--- config.mk ---
export PLATFORM = sky130hd
export DESIGN_NAME = bus_master_bridge
export DESIGN_NICKNAME = d
export VERILOG_FILES = /design/src/rtl/bus_master_bridge.sv
export SDC_FILE = /design/constraint.sdc
export NUM_CORES = 1
export LEC_CHECK = 0
export CORE_MARGIN = 3
export CORE_UTILIZATION = 45
export DETAILED_ROUTE_END_ITERATION = 6
export PLACE_DENSITY_LB_ADDON = 0.3
export REMOVE_ABC_BUFFERS = 1
export SLEW_MARGIN = 10
export SYNTH_ARGS = -nofsm -noshare
export SYNTH_HDL_FRONTEND = slang
export SYNTH_SLANG_ARGS = --single-unit
--- constraint.sdc ---
create_clock -name i_CLK -period 9.53 [get_ports i_CLK]
set_input_delay 1.4295 -clock i_CLK [delete_from_list [all_inputs] [get_ports i_CLK]]
set_output_delay 1.4295 -clock i_CLK [all_outputs]
set_load 0.02 [all_outputs]
--- src/rtl/bus_master_bridge.sv ---
// Byte-stream bus initiator: decodes host command bytes, runs one bus
// transaction per command with a GNT timeout, and returns status/read data.
module bus_master_bridge #(
  parameter int unsigned TIMEOUT  = 256,
  parameter int unsigned CE_WIDTH = 8
) (
  input  logic                i_CLK,
  input  logic                i_RST,
  input  logic [7:0]          i_RX_DATA,
  input  logic                i_RX_VALID,
  output logic                o_RX_READY,
  output logic [7:0]          o_TX_DATA,
  output logic                o_TX_VALID,
  input  logic                i_TX_READY,
  output logic [31:0]         o_BUS_ADDR,
  output logic [31:0]         o_BUS_WDATA,
  output logic                o_BUS_WE,
  output logic                o_BUS_RE,
  output logic [1:0]          o_BUS_HB,
  output logic                o_BUS_REQ,
  output logic [CE_WIDTH-1:0] o_BUS_CE,
  input  logic                i_BUS_GNT,
  input  logic [31:0]         i_BUS_RDATA,
  output logic                o_BUSY
);

  localparam int unsigned TW = $clog2(TIMEOUT);

  localparam logic [7:0] ST_OK     = 8'h00;
  localparam logic [7:0] ST_TMO    = 8'h01;
  localparam logic [7:0] ST_BADOP  = 8'h02;
  localparam logic [7:0] ST_UNMAP  = 8'h03;

  typedef enum logic [2:0] {
    S_OP,
    S_ADDR,
    S_WDATA,
    S_DEC,
    S_BUS,
    S_STAT,
    S_RDATA
  } state_t;

  state_t              state_q, state_d;
  logic                live_q, live_d;
  logic                is_wr_q, is_wr_d;
  logic [1:0]          hb_q, hb_d;
  logic [1:0]          cnt_q, cnt_d;
  logic [31:0]         addr_q, addr_d;
  logic [31:0]         wdata_q, wdata_d;
  logic [31:0]         rdata_q, rdata_d;
  logic [7:0]          status_q, status_d;
  logic [CE_WIDTH-1:0] ce_q, ce_d;
  logic [TW-1:0]       tmo_q, tmo_d;

  logic in_bus;
  logic rx_acc;
  logic tx_acc;
  logic op_legal;

  // Output decode; bus outputs are gated by S_BUS so they read 0 elsewhere.
  // live_q keeps RX_READY low while reset is held even though state is S_OP.
  always_comb begin
    in_bus      = (state_q == S_BUS);
    o_RX_READY  = live_q && (state_q == S_OP || state_q == S_ADDR || state_q == S_WDATA);
    o_TX_VALID  = (state_q == S_STAT) || (state_q == S_RDATA);
    o_TX_DATA   = '0;
    if (state_q == S_STAT)       o_TX_DATA = status_q;
    else if (state_q == S_RDATA) o_TX_DATA = rdata_q[7:0];
    o_BUS_REQ   = in_bus;
    o_BUS_ADDR  = in_bus ? addr_q  : '0;
    o_BUS_WDATA = in_bus ? wdata_q : '0;
    o_BUS_HB    = in_bus ? hb_q    : '0;
    o_BUS_CE    = in_bus ? ce_q    : '0;
    o_BUS_WE    = in_bus &&  is_wr_q;
    o_BUS_RE    = in_bus && !is_wr_q;
    o_BUSY      = (state_q != S_OP);
    rx_acc      = o_RX_READY && i_RX_VALID;
    tx_acc      = o_TX_VALID && i_TX_READY;
    op_legal    = (i_RX_DATA[7:4] == 4'h1 || i_RX_DATA[7:4] == 4'h2) &&
                  (i_RX_DATA[3:2] == 2'b00) && (i_RX_DATA[1:0] != 2'b11);
  end

  // Next-state and datapath register updates.
  always_comb begin
    state_d  = state_q;
    live_d   = 1'b1;
    is_wr_d  = is_wr_q;
    hb_d     = hb_q;
    cnt_d    = cnt_q;
    addr_d   = addr_q;
    wdata_d  = wdata_q;
    rdata_d  = rdata_q;
    status_d = status_q;
    ce_d     = ce_q;
    tmo_d    = tmo_q;
    case (state_q)
      S_OP: begin
        if (rx_acc) begin
          if (op_legal) begin
            is_wr_d = (i_RX_DATA[7:4] == 4'h1);
            hb_d    = i_RX_DATA[1:0];
            cnt_d   = '0;
            state_d = S_ADDR;
          end else begin
            status_d = ST_BADOP;
            state_d  = S_STAT;
          end
        end
      end
      S_ADDR: begin
        if (rx_acc) begin
          // LSB-first bytes shift in from the top, landing in place after 4.
          addr_d = {i_RX_DATA, addr_q[31:8]};
          cnt_d  = cnt_q + 2'd1;
          if (cnt_q == 2'd3) state_d = is_wr_q ? S_WDATA : S_DEC;
        end
      end
      S_WDATA: begin
        if (rx_acc) begin
          wdata_d = {i_RX_DATA, wdata_q[31:8]};
          cnt_d   = cnt_q + 2'd1;
          if (cnt_q == 2'd3) state_d = S_DEC;
        end
      end
      S_DEC: begin
        if (32'(addr_q[31:28]) >= CE_WIDTH) begin
          status_d = ST_UNMAP;
          state_d  = S_STAT;
        end else begin
          ce_d    = CE_WIDTH'(1) << addr_q[31:28];
          tmo_d   = '0;
          state_d = S_BUS;
        end
      end
      S_BUS: begin
        if (i_BUS_GNT) begin
          if (!is_wr_q) rdata_d = i_BUS_RDATA;
          status_d = ST_OK;
          state_d  = S_STAT;
        end else if (tmo_q == TW'(TIMEOUT - 1)) begin
          status_d = ST_TMO;
          state_d  = S_STAT;
        end else begin
          tmo_d = tmo_q + 1'b1;
        end
      end
      S_STAT: begin
        if (tx_acc) begin
          if (!is_wr_q && status_q == ST_OK) begin
            cnt_d   = '0;
            state_d = S_RDATA;
          end else begin
            state_d = S_OP;
          end
        end
      end
      S_RDATA: begin
        if (tx_acc) begin
          rdata_d = {8'h00, rdata_q[31:8]};
          cnt_d   = cnt_q + 2'd1;
          if (cnt_q == 2'd3) state_d = S_OP;
        end
      end
      default: state_d = S_OP;
    endcase
  end

  // State and datapath registers with asynchronous reset.
  always_ff @(posedge i_CLK or posedge i_RST) begin
    if (i_RST) begin
      state_q  <= S_OP;
      live_q   <= 1'b0;
      is_wr_q  <= 1'b0;
      hb_q     <= '0;
      cnt_q    <= '0;
      addr_q   <= '0;
      wdata_q  <= '0;
      rdata_q  <= '0;
      status_q <= '0;
      ce_q     <= '0;
      tmo_q    <= '0;
    end else begin
      state_q  <= state_d;
      live_q   <= live_d;
      is_wr_q  <= is_wr_d;
      hb_q     <= hb_d;
      cnt_q    <= cnt_d;
      addr_q   <= addr_d;
      wdata_q  <= wdata_d;
      rdata_q  <= rdata_d;
      status_q <= status_d;
      ce_q     <= ce_d;
      tmo_q    <= tmo_d;
    end
  end

endmodule

Word-level counts from Yosys, hierarchy flattened
Index checks and enable logic that the tools add are counted.
- bits in latches: 0
- RAM bits: 0
- output and inout bits: 88
- register bits: 129
- memory bits (read-only): 0
- memories kept: 0
- muxes and demuxes: 42
- add/sub/neg operators: 2
- reductions and logical operators: 31
- $mul: 0
- shifts and indexed selects: 1
- div/mod/pow operators: 0
- equality and inequality tests: 30
- order comparisons: 1
- bitwise operators: 1
- operators by type and width (operator ; number):
    two-way mux 32 bit ; 5
    two-way mux 8 bit ; 11
    one-hot mux 32 bit (2 select lines) ; 1
    two-way mux 3 bit ; 12
    != test 2 bit (second input constant) ; 13
    one-hot mux 8 bit (3 select lines) ; 1
    one-hot mux 3 bit (7 select lines) ; 1
    one-hot mux 8 bit (2 select lines) ; 1
    two-way mux 2 bit ; 7
    != test 2 x 1 -> 1 bit (second input constant) ; 6
    == test 3 bit (second input constant) ; 3
    AND reduction 9 bit ; 1
    adder 8 x 1 -> 8 bit (second input constant) ; 1
    == test 8 bit (second input constant) ; 1
    logical AND 1 bit ; 8
    logical NOT 8 bit ; 1
    one-hot mux 2 bit (4 select lines) ; 1
    AND reduction 4 bit ; 2
    left shift 1 x 4 -> 8 bit (first input constant) ; 1
    AND reduction 7 bit ; 1
    == test 3 x 2 -> 1 bit (second input constant) ; 2
    AND reduction 2 bit ; 3
    nonzero test 3 bit ; 2
    AND reduction 5 bit ; 1
    17 further kinds ; 22

Logic depth before layout (Yosys ltp)
- depth in word-level cells: 7
- gate-level depth with buffers: 6

Least setup slack after synthesis
No wires, ideal clock.
- path type: flip-flop to output port
- start point: register state_q[1]
- end point: output port o_BUS_CE[0]
- arrival: 1581 ps
- data required time: 8101 ps
- path buffers: 1
- path slack: 6519 ps
- cell stages (with the launch flop): 5
- cell sequence: dfrtp_1 or3b_4 inv_1 clkbuf_1 and2_1
- cells in the longest elaborated chain, start to end: 2
- RTL lines (item ; line ; text):
    start: declaration ; 44 ; state_t state_q, state_d;
    start signal: assignment ; 184 ; state_q <= state_d;
    == test 3 bit ; 64 ; in_bus = (state_q == S_BUS);
    net o_BUS_REQ ; 20 ; output logic o_BUS_REQ,
    two-way mux 8 bit ; 74 ; o_BUS_CE = in_bus ? ce_q : '0;
    end: declaration ; 21 ; output logic [CE_WIDTH-1:0] o_BUS_CE,
The timed path passes the listed nets, and every way through them passes these cells.

Final worst setup path
- start point: register state_q[2]
- end point: output port o_BUS_ADDR[25]
- cells in the longest elaborated chain, start to end: 2
- RTL lines (item ; line ; text):
    == test 3 bit ; 64 ;
    two-way mux 32 bit ; 71 ; o_BUS_ADDR = in_bus ? addr_q : '0;
    end: declaration ; 15 ; output logic [31:0] o_BUS_ADDR,
No other way between the ends.

==> flow_summary.ini <==
[status]
status = completed

[logic_synthesis]
synth_top_family_by_area = simple AND/OR/NAND/NOR gates
warning_count_from_the_yosys_run = 0
netlist_top_cells_area = dfrtp_1, mux2_2, and2_1
ys_seq_area_share_pct = 51.4
ys_seq_elements = 123
synthesized_area_mm2 = 0.00599
post_synth_fa_ha_maj_area_fraction_pct = 0.418
synth.top_cell.area_share_pct = 51.4
asyncSetResetFlopFracSynth_pct = 100
synthMuxAreaShare_pct = 13.1
fraction_of_synthesized_cell_area_in_xor_and_xnor_cells_pct = 0.146
yosysTopAreaCell = dfrtp_1
post_synth_inst_count = 577
synth-edff-count = 0
yosys.area_share.simple_pct = 21.5
post_synth.cell_area_avg_um2 = 10.4
synth.lib_cells_used.distinct = 54
synth-compound-area-share_pct = 9.08
synth_flop_cell = dfrtp_1

[route]
route.final.wire_length_mm = 13.1
num_vias = 4575
postRouteAntennaNets = 0
viasPerCell = 5.21
post-route-drc-count = 0
post_drt_wl_per_cell_um = 14.9
drtPass1Iterations = 4
first_iter_violations = 302

[global_routing]
gr-usage-all-layers_pct = 18.4
grt_first_pass_wirelength_mm = 21.4
grt_max_degree = 77
global_route.overflow_total = 0
first_global_vias = 4421
antenna_violations_before_repair = 0

[floorplanning]
die_w_um = 121
start_util_pct = 46.7
die_area_mm2 = 0.0147
core_area_mm2 = 0.0128
num_io_pins = 133
die_height_um = 121
rows = 41

[setup_path]
critical_path.max_fanout = 76
critical_path_class = reg -> out
critPathLaunchType = flop
critical-path-top-delay-family = buffers and inverters
worstPathBufferInverterCount = 3
crit_chain = or3b_4 > inv_1 > buf_4 > and2_1 > clkdlybuf4s50_1
worstPathRequired_ns = 8.10
critical_path.endpoint_type = primary output
cp.arrival_ns = 3.15
standard_cell_with_the_maximum_stage_delay_on_the_critical_path = dfrtp_1
slowest_delay_ns = 0.86

[clock_network]
cts_tree = done
postCtsHoldBufs = 0
cts_made_buffers = 17
cts_num_sinks = 123
post_cts.resized_instances = 0
cts_root_buffer = clkbuf_16
post_cts.repair.setup_buffers = 0
cts-root-to-sink-buffers = 2
clk_pin_slew_ns = 0.05
cts-htree-levels = 4
clock_insertion_delay_worst_skew_ns = 0.41

[timing]
timing.clock.skew_ns = 0.00796
min_period_ns = 4.58
final_min_period_over_clock_period_pct = 48.0
timing_hold_violations_final = 0
grt_setup_unrepaired = no
tightestPinTransition_ns = 0.989
finalSetupViolCount = 0
relSlewSlack_pct = 33.9
final_max_slew_viol_count = 0
maximum_operating_frequency_ghz = 0.218
totalNegativeSetupSlack_ns = 0

[place]
placed_cells_incl_taps = 848
finalWeightedCongestion = 0.810
detailed_place_hpwl_mm = 8.97
portBuffers = 132

[finish]
finalNetCount = 742
area.growth.synth_to_final_pct = 32.3
mostFrequentLayoutCells = clkdlybuf4s50_1, dfrtp_1, nand2_1, and2_1, mux2_2
final_common_cell = clkdlybuf4s50_1
num_antenna_cells = 0
drive_gt1_share_pct = 15.7
number_of_standard_cells_in_the_final_layout_excluding_fillers = 878

[pwr]
total_power_w = 0.00214
p_leak_nw = 3.46
power_density_normalized_to_cell_area_mw_per_mm2 = 270
vdd.ir_drop.worst_uv = 157

[run]
timing.max_cap.violations = 0

[worst_hold_path]
hold_class = reg -> reg
[worst register-to-register path, cell delays in order, from the launching register on]
cell,delay [ns]
dfrtp_1,0.79
nor2b_1,0.73
nand2_1,0.80
nand3_1,0.31
o21ai_0,0.11
[final timing paths]
check,startpoint,endpoint,slack [ns],cells after the start
worst max-delay path,state_q[2],o_BUS_ADDR[25],4.95,5
worst min-delay path,ce_q[1],ce_q[1],0.47,2
worst max register to register,state_q[1],rdata_q[28],6.65,4
worst min register to register,ce_q[1],ce_q[1],0.47,2
max in group asynchronous,i_RST,addr_q[6],6.76,3
min in group asynchronous,i_RST,rdata_q[20],1.50,2
[power by group]
group          switching (W)  total [W]  leakage (nW)  internal [W]
clock network       0.000213   0.000586         0.267      0.000373
registers           0.000152   0.000840          1.58      0.000688
logic               0.000378   0.000715          1.62      0.000337
total               0.000743    0.00214          3.46       0.00140
[layout make-up]
class / instances / area (um^2)
fillers: 1102 / 4900
flip-flops and latches: 123 / 3080
multi-input cells: 399 / 2660
repair buffers: 138 / 1370
clock buffers: 22 / 474
well taps: 172 / 215
clock inverters: 8 / 70.1
inverters: 16 / 62.6
[logic make-up (layout without fill, tap and decap cells)]
group / Yosys count / count (layout)
buffers and inverters: 55 / 184
XOR/XNOR: 1 / 1
flip-flops: 123 / 123
multiplexers: 70 / 70
adder cells (fa/ha/maj): 2 / 2
other: 1 / 1
AO/OA/AOI/OAI: 82 / 82
AND/OR/NAND/NOR: 243 / 243
[synthesized netlist by cell type, drive strengths merged, types with 2 or more instances]
cell type  number
or3b            2
nor3            2
or3             5
nand4b          2
buf            24
and2           74
mux2i           3
and3            7
nor3b           2
a31oi          28
a22oi           2
o21bai          2
nor2b           6
and3b           2
nand3          15
nor4b           2
nor2           33
dfrtp         123
clkbuf         15
o211ai          5
o21ai          20
or4             2
inv            16
nand4           3
nor4            5
nand2          74
o31ai           8
mux2           67
a21oi           7
o41ai           2
ha              2
nand2b          3
[registers in the layout, summed over array words and instances, names as in the netlist]
register and count:
cnt_q 2, tmo_q 8, wdata_q 32, state_q 3, ce_q 8, addr_q 32
live_q 1, status_q 2, is_wr_q 1, hb_q 2, rdata_q 32
[routing by layer]
metal | track usage [%] | share of wire, %
met5 | 0 | 0
met4 | 7.07 | 1.6
met3 | 6.48 | 7.2
met2 | 27.7 | 46
met1 | 24.5 | 46
[metrics by stage]
| stage | util (%) | instance area, um^2 | setup WS (ns) | hold slack (ns) |
|---|---|---|---|---|
| finish | 61.8 | 7930 | 4.95 | 0.466 |
| CTS | 61.8 | 7930 | 4.94 | 0.470 |
| floorplan | - | 5790 | 4.83 | 0.430 |
| detailed placement | 57.6 | 7380 | 5.38 | 0.457 |
| global route | 61.8 | 7930 | 4.73 | 0.490 |
| global placement | 57.6 | 7380 | 5.45 | 0.449 |
Power figures use the tool's default switching activity.
